### src/rtl/add_fu.sv
// add_fu: integer add/subtract functional unit sitting in front of the
// 16-bit adder. It takes an issued instruction, waits for operands, runs a
// fixed execute latency, then holds the result until writeback is granted.
module add_fu #(
  parameter int WIDTH   = 16,
  parameter int LATENCY = 2,
  parameter int TAG_W   = 3
) (
  input  logic             clk,
  input  logic             rst_n,
  input  logic             flush,
  input  logic             issue_valid,
  input  logic             issue_op,
  input  logic [TAG_W-1:0] issue_dest,
  output logic             issue_ready,
  input  logic             rd_valid,
  input  logic [WIDTH-1:0] src_a,
  input  logic [WIDTH-1:0] src_b,
  output logic             fu_busy,
  output logic             fu_op,
  output logic [TAG_W-1:0] fu_dest,
  output logic             wb_req,
  input  logic             wb_grant,
  output logic [WIDTH-1:0] wb_data,
  output logic             wb_cout,
  output logic             wb_ovf
);

  typedef enum logic [1:0] {
    IDLE     = 2'd0,
    WAIT_OPS = 2'd1,
    EXEC     = 2'd2,
    WB       = 2'd3
  } state_t;

  localparam logic [3:0] CNT_LOAD = 4'(LATENCY - 1);

  state_t           state;
  state_t           next_state;
  logic [3:0]       cnt;
  logic [WIDTH-1:0] op_a;
  logic [WIDTH-1:0] op_b;
  logic             op_cin;
  logic [WIDTH:0]   sum_full;
  logic             sum_ovf;

  // Adder fed from the captured operands; op_b is already inverted for subtract.
  assign sum_full = {1'b0, op_a} + {1'b0, op_b} + {{WIDTH{1'b0}}, op_cin};
  assign sum_ovf  = (op_a[WIDTH-1] == op_b[WIDTH-1]) &&
                    (sum_full[WIDTH-1] != op_a[WIDTH-1]);

  // Next-state logic; flush overrides every other input.
  always_comb begin
    next_state = state;
    case (state)
      IDLE:     if (issue_valid) next_state = WAIT_OPS;
      WAIT_OPS: if (rd_valid)    next_state = EXEC;
      EXEC:     if (cnt == 4'd0) next_state = WB;
      WB:       if (wb_grant)    next_state = IDLE;
      default:  next_state = IDLE;
    endcase
    if (flush) next_state = IDLE;
  end

  // State register plus status flags registered from the next state.
  always_ff @(posedge clk or negedge rst_n) begin
    if (!rst_n) begin
      state       <= IDLE;
      issue_ready <= 1'b1;
      fu_busy     <= 1'b0;
      wb_req      <= 1'b0;
    end else begin
      state       <= next_state;
      issue_ready <= (next_state == IDLE);
      fu_busy     <= (next_state != IDLE);
      wb_req      <= (next_state == WB);
    end
  end

  // Instruction fields, operand capture, latency counter and result registers.
  always_ff @(posedge clk or negedge rst_n) begin
    if (!rst_n) begin
      fu_op   <= 1'b0;
      fu_dest <= '0;
      op_a    <= '0;
      op_b    <= '0;
      op_cin  <= 1'b0;
      cnt     <= 4'd0;
      wb_data <= '0;
      wb_cout <= 1'b0;
      wb_ovf  <= 1'b0;
    end else if (flush) begin
      fu_op   <= 1'b0;
      fu_dest <= '0;
      op_a    <= '0;
      op_b    <= '0;
      op_cin  <= 1'b0;
      cnt     <= 4'd0;
      wb_data <= '0;
      wb_cout <= 1'b0;
      wb_ovf  <= 1'b0;
    end else begin
      case (state)
        IDLE: begin
          if (issue_valid) begin
            fu_op   <= issue_op;
            fu_dest <= issue_dest;
          end
        end
        WAIT_OPS: begin
          if (rd_valid) begin
            op_a   <= src_a;
            op_b   <= fu_op ? ~src_b : src_b;
            op_cin <= fu_op;
            cnt    <= CNT_LOAD;
          end
        end
        EXEC: begin
          if (cnt == 4'd0) begin
            wb_data <= sum_full[WIDTH-1:0];
            wb_cout <= sum_full[WIDTH];
            wb_ovf  <= sum_ovf;
          end else begin
            cnt <= cnt - 4'd1;
          end
        end
        WB: begin
          if (wb_grant) begin
            fu_op   <= 1'b0;
            fu_dest <= '0;
            wb_data <= '0;
            wb_cout <= 1'b0;
            wb_ovf  <= 1'b0;
          end
        end
        default: ;
      endcase
    end
  end

endmodule
### config.mk
export PLATFORM = sky130hd
export DESIGN_NAME = add_fu
export DESIGN_NICKNAME = d
export VERILOG_FILES = /design/src/rtl/add_fu.sv
export SDC_FILE = /design/constraint.sdc
export NUM_CORES = 1
export LEC_CHECK = 0
export ABC_AREA = 1
export BUFFER_PORTS_ARGS = -buffer_cell sky130_fd_sc_hd__buf_2
export CAP_MARGIN = 15
export CORE_ASPECT_RATIO = 1.2
export CORE_MARGIN = 5
export CORE_UTILIZATION = 25
export DETAILED_ROUTE_END_ITERATION = 8
export REMOVE_ABC_BUFFERS = 1
export SYNTH_ARGS = -nofsm -noshare
export SYNTH_HDL_FRONTEND = slang
export SYNTH_SLANG_ARGS = --single-unit
### constraint.sdc
create_clock -name clk -period 3.7 [get_ports clk]
set_input_delay 0.555 -clock clk [delete_from_list [all_inputs] [get_ports clk]]
set_output_delay 0.555 -clock clk [all_outputs]
set_load 0.01 [all_outputs]
# Yosys cells after proc, flatten, opt, wreduce, memory -nomap -nowiden
# Cells that the tools add are included.
totals:
  ff_bits: 64
  input_bits: 42
  output_inout_bits: 25
  word_cells: 80
classes:
  addsub: 3
  n_eq_ne: 11
  mux: 38
  bitwise_logic: 1
  reduce_logical: 14
op_table:
  columns: ["cell", "n"]
  rows:
  - ["16-bit two-way mux", 10]
  - ["16-bit case mux with 2 select lines", 1]
  - ["16-bit by 16-bit adder with 17-bit output", 1]
  - ["17-bit by 1-bit adder with 17-bit output", 1]
  - ["16-bit inverter", 1]
  - ["3-bit != test (second input constant)", 5]
  - ["4-bit two-way mux", 3]
  - ["1-bit two-way mux", 10]
  - ["2-bit two-way mux", 5]
  - ["3-bit two-way mux", 3]
  - ["3-bit AND reduction", 3]
  - ["3-bit nonzero test", 3]
  - ["2-bit case mux with 4 select lines", 1]
  - ["4-bit case mux with 2 select lines", 1]
  - ["2-bit equality test (second input constant)", 3]
  - ["1-bit case mux with 2 select lines", 3]
  - ["3-bit case mux with 2 select lines", 1]
  - ["2-bit nonzero test", 3]
  - ["2-bit logical NOT", 2]
  - ["4-bit logical NOT", 1]
  - ["4-bit by 1-bit subtractor with 4-bit output (second input constant)", 1]
  - ["2-bit by 1-bit equality test with 1-bit output (second input constant)", 1]
  - ["2-bit AND reduction", 1]
  - ["1-bit equality test", 1]
  - ["2 further kinds", 2]

# Depth between registers and ports, before layout
logic_depth:
  word_depth: 7
  mapped_depth: 12
  ltp_nobuf: 12

# Worst setup path after synthesis
# No wires, ideal clock.
synth_timing:
  kind: "register to register"
  from: "register op_a[0]"
  to: "register wb_cout"
  setup_time_ns: 0.116
  arrival_time_ns: 1.663
  t_required_ns: 3.584
  setup_slack_ns: 1.921
  path_stages_with_launch: 13
  n_path_buf: 0
  synth_period_minus_slack_ns: 1.779
  path_cell_list: "dfrtp_1 > fa_1 > inv_1 > fa_1 > inv_1 > nand3_1 > nand3_1 > nand3_1 > nand3_1 > nand2_1 > nand2_1 > nand2_1 > nand2_1"
synth_between:
  elab_chain_cells: 5
synth_rtl:
  columns: ["element", "line", "text"]
  rows:
  - ["start: declaration", "41", "logic [WIDTH-1:0] op_a;"]
  - ["start signal: assignment", "112", "op_a <= src_a;"]
  - ["16-bit by 16-bit adder with 17-bit output", "48", "assign sum_full = {1'b0, op_a} + {1'b0, op_b} + {{WIDTH{1'b0}}, op_cin};"]
  - ["17-bit by 1-bit adder with 17-bit output", "48", null]
  - ["1-bit two-way mux", "119", "if (cnt == 4'd0) begin"]
  - ["1-bit case mux with 2 select lines", "103", "case (state)"]
  - ["1-bit two-way mux", "92", "end else if (flush) begin"]
  - ["end signal: assignment", "121", "wb_cout <= sum_full[WIDTH];"]
  - ["end: declaration", "25", "output logic wb_cout,"]
# No other way between the ends. The select of a mux whose other input is x is not followed.
# A chain may end at the register's enable or synchronous reset.

# Worst setup path in the final report
layout_timing:
  from: "register cnt[0]"
  to: "register wb_ovf"
layout_between:
  elab_chain_cells: 3
layout_rtl:
  columns: ["element", "line", "text"]
  rows:
  - ["start: declaration", "40", "logic [3:0] cnt;"]
  - ["start signal: assignment", "124", "cnt <= cnt - 4'd1;"]
  - ["4-bit logical NOT", "119", null]
  - ["3-bit != test (no line)", null, null]
  - ["3-bit AND reduction (no line)", null, null]
  - ["end signal: assignment", "122", "wb_ovf <= sum_ovf;"]
  - ["end: declaration", "26", "output logic wb_ovf"]
# No other way between the ends.

==> impl_metrics.tcl <==
set metrics [dict create \
    status "completed" \
    reg2regPathDepth 9 \
    ys_async_sr_fraction_pct 100.0 \
    wl_per_cell_um 12.19 \
    layout_commonest_cell "nand2_1" \
    grt_antenna_before_repair 3 \
    drtPass1Iterations 4 \
    synth_compound_area_share_pct 16.24 \
    synth_fa_ha_area_share_pct 6.483 \
    drv_cap 0 \
    grt.overflow.total 0 \
    fp-row-count 50 \
    grtUsageTotal_pct 11.38 \
    grt_pass1_wl_um 16190 \
    setup_violations 0 \
    synth_top_family_by_area "simple AND/OR/NAND/NOR gates" \
    htreeDepth 3 \
    r2r_setup_slack_ns 1.60 \
    ys_seq_elements 64 \
    synth_sequential_area_ratio_pct 41.11 \
    grt_setup_unrepaired "false" \
    cts_root_buf "clkbuf_16" \
    die_area_um2 18200 \
    layout_common_cells "130 x nand2_1, 82 x inv_1, 66 x buf_2" \
    drt-initial-drc-count 166 \
    period_share_pct 56.83 \
    yosys.area_share.simple_pct 24.04 \
    drc 0 \
    start_util_pct 25.23 \
    worst_pin_slew_ns 0.7357 \
    cts_tree "done" \
    final_area_um2 4701 \
    irDropWorstVdd_mv 0.1661 \
    via_count 3326 \
    syn_to_final_growth_pct 20.57 \
    die_h_um 146.8 \
    grt_start_max_net_pins 45 \
    synth_cell_type_count 35 \
    avgViaCountPerCell 4.242 \
    clkTransAtPathRegs_ns 0.06 \
    yosysWarningCount 0 \
    io_buffer_count 66 \
    synth_edf_count 0 \
    io-pin-count 67 \
    ctsResizeCount 0 \
    worstSetupPathType "register to register" \
    muxShareOfSynthArea_pct 0 \
    dp_hpwl_um 7335 \
    clock_sinks 64 \
    fmaxAchievable_ghz 0.4756 \
    drt_wl_total_um 9560 \
    min_period_ns 2.103 \
    netlist_area_um2 3899 \
    p_per_area_nw_per_um2 447.9 \
    syn_area_per_cell_um2 7.705 \
    required_ns 3.97 \
    endpoint_kind "register" \
    final.setup_skew_ns 0.007483 \
    worstPathArrival_ns 2.37 \
    finalNetCount 631 \
    cts_buffers 9 \
    synth_xor_area_share_pct 0.6739 \
    clk_path_buf_depth 2 \
    placed_cell_area_um2 4399 \
    grt_pass1_vias 3378 \
    postCtsSetupRepairBufs 0 \
    max_slew_margin_pct 50.77 \
    drv_slew 0 \
    hold_class "input pin to asynchronous set/reset pin" \
    hold_viol 0 \
    core-area_um2 15450 \
    r2r_end "wb_ovf$_DFFE_PN0P_" \
    rr_startpoint "cnt[0]$_DFFE_PN0P_" \
    startpoint_type "register" \
    crit_fanout 11 \
    netlist_instances 506 \
    cts_hold_repair.buffers 0 \
    drive_gt1_share_pct 20.87 \
    leakage_nw 2.507 \
    fillCellCount 1689 \
    drtAntennaViolNets 0 \
    die_w_um 124 \
    setup_tns_ns 0 \
    globalplace.congestion 0.7821 \
    clkLatencyLatePin_ns 0.33 \
    ys.flop_type "dfrtp_1" \
]
routing by layer:
metal,track usage [%],routed length (um),vias up
li1,-,-,1758
met1,13.24,4116,1499
met2,19.27,4717,46
met3,4.005,505,19
met4,3.836,206,4
met5,0,14,-
power by group:
group          switching (mW)  internal, mW  total [mW]
Clock                   0.310         0.538       0.848
Sequential             0.0388         0.764       0.803
Combinational           0.293         0.162       0.455
Total                   0.641          1.46        2.11
worst max-delay path by stage:
stage	cells past startpoint	to	startpoint	slack, ns
2_1_floorplan	4	op_b[0]$_DFFE_PN0P_	flush	1.70
3_3_place_gp	6	op_b[1]$_DFFE_PN0P_	flush	1.47
3_5_place_dp	6	op_b[5]$_DFFE_PN0P_	flush	1.43
4_1_cts	9	wb_data[7]$_DFFE_PN0P_	cnt[0]$_DFFE_PN0P_	1.54
5_1_grt	9	wb_data[7]$_DFFE_PN0P_	cnt[0]$_DFFE_PN0P_	1.29
6_report	9	wb_ovf$_DFFE_PN0P_	cnt[0]$_DFFE_PN0P_	1.60
final cells by class:
cell class | instances | area, um2 | area share (%)
repair buffers | 70 | 360.3 | 7.666
multi-input cells | 338 | 1849 | 39.34
diodes | 1 | 2.502 | 0.05323
clock buffers | 11 | 242.7 | 5.164
clock inverters | 5 | 56.30 | 1.198
well taps | 208 | 260.3 | 5.536
inverters | 87 | 326.6 | 6.947
flip-flops and latches | 64 | 1603 | 34.10
per-stage QoR:
step / hold WS [ns] / power, mW / std cells / util, % / setup slack, ns
after floorplan: 0.2594 / 1.123 / 489 / - / 1.699
after global placement: 0.4590 / 1.268 / 767 / 28.47 / 1.472
after detailed placement: 0.4636 / 1.275 / 767 / 28.47 / 1.426
after CTS: 0.2010 / 2.137 / 783 / 30.40 / 1.544
after global routing: 0.2246 / 2.244 / 784 / 30.42 / 1.285
final: 0.1871 / 2.106 / 784 / 30.42 / 1.597
cell families (layout without fill, tap and decap cells):
| group | after synthesis | after routing |
|---|---|---|
| AND/OR/NAND/NOR | 220 | 220 |
| buffers and inverters | 104 | 173 |
| AO/OA/AOI/OAI | 96 | 96 |
| flip-flops | 64 | 64 |
| adder cells (fa/ha/maj) | 19 | 19 |
| XOR/XNOR | 3 | 3 |
| other | 0 | 1 |
sequential cells by signal (all words and copies together), names as in the netlist, 2 cells and up:
signal,cells
cnt,4
fu_dest,3
op_a,16
op_b,16
state,2
wb_data,16
synthesized netlist by cell type, drive strengths merged, types with 2 or more instances:
| master | n | share of area (%) |
|---|---|---|
| nand4 | 2 | 0.32 |
| nand3 | 48 | 6.2 |
| fa | 2 | 1.0 |
| o21ai | 49 | 7.7 |
| a21oi | 29 | 3.7 |
| clkbuf | 5 | 0.48 |
| nor3 | 6 | 0.90 |
| nand2 | 133 | 13 |
| inv | 86 | 8.3 |
| ha | 17 | 5.5 |
| xor2 | 2 | 0.45 |
| nand3b | 2 | 0.38 |
| dfrtp | 63 | 40 |
| nor2 | 27 | 2.9 |
| o211ai | 16 | 4.4 |
| buf | 12 | 2.6 |
critical path, cell delays in order (launching register included):
cell     delay, ns
dfrtp_1       0.39
inv_1         0.10
ha_1          0.15
nor3b_1       0.27
nand2_2       0.10
nor2_2        0.46
inv_2         0.21
nor2_1        0.19
nand3_1       0.09
nand2_1       0.06
Power figures use the tool's default switching activity.
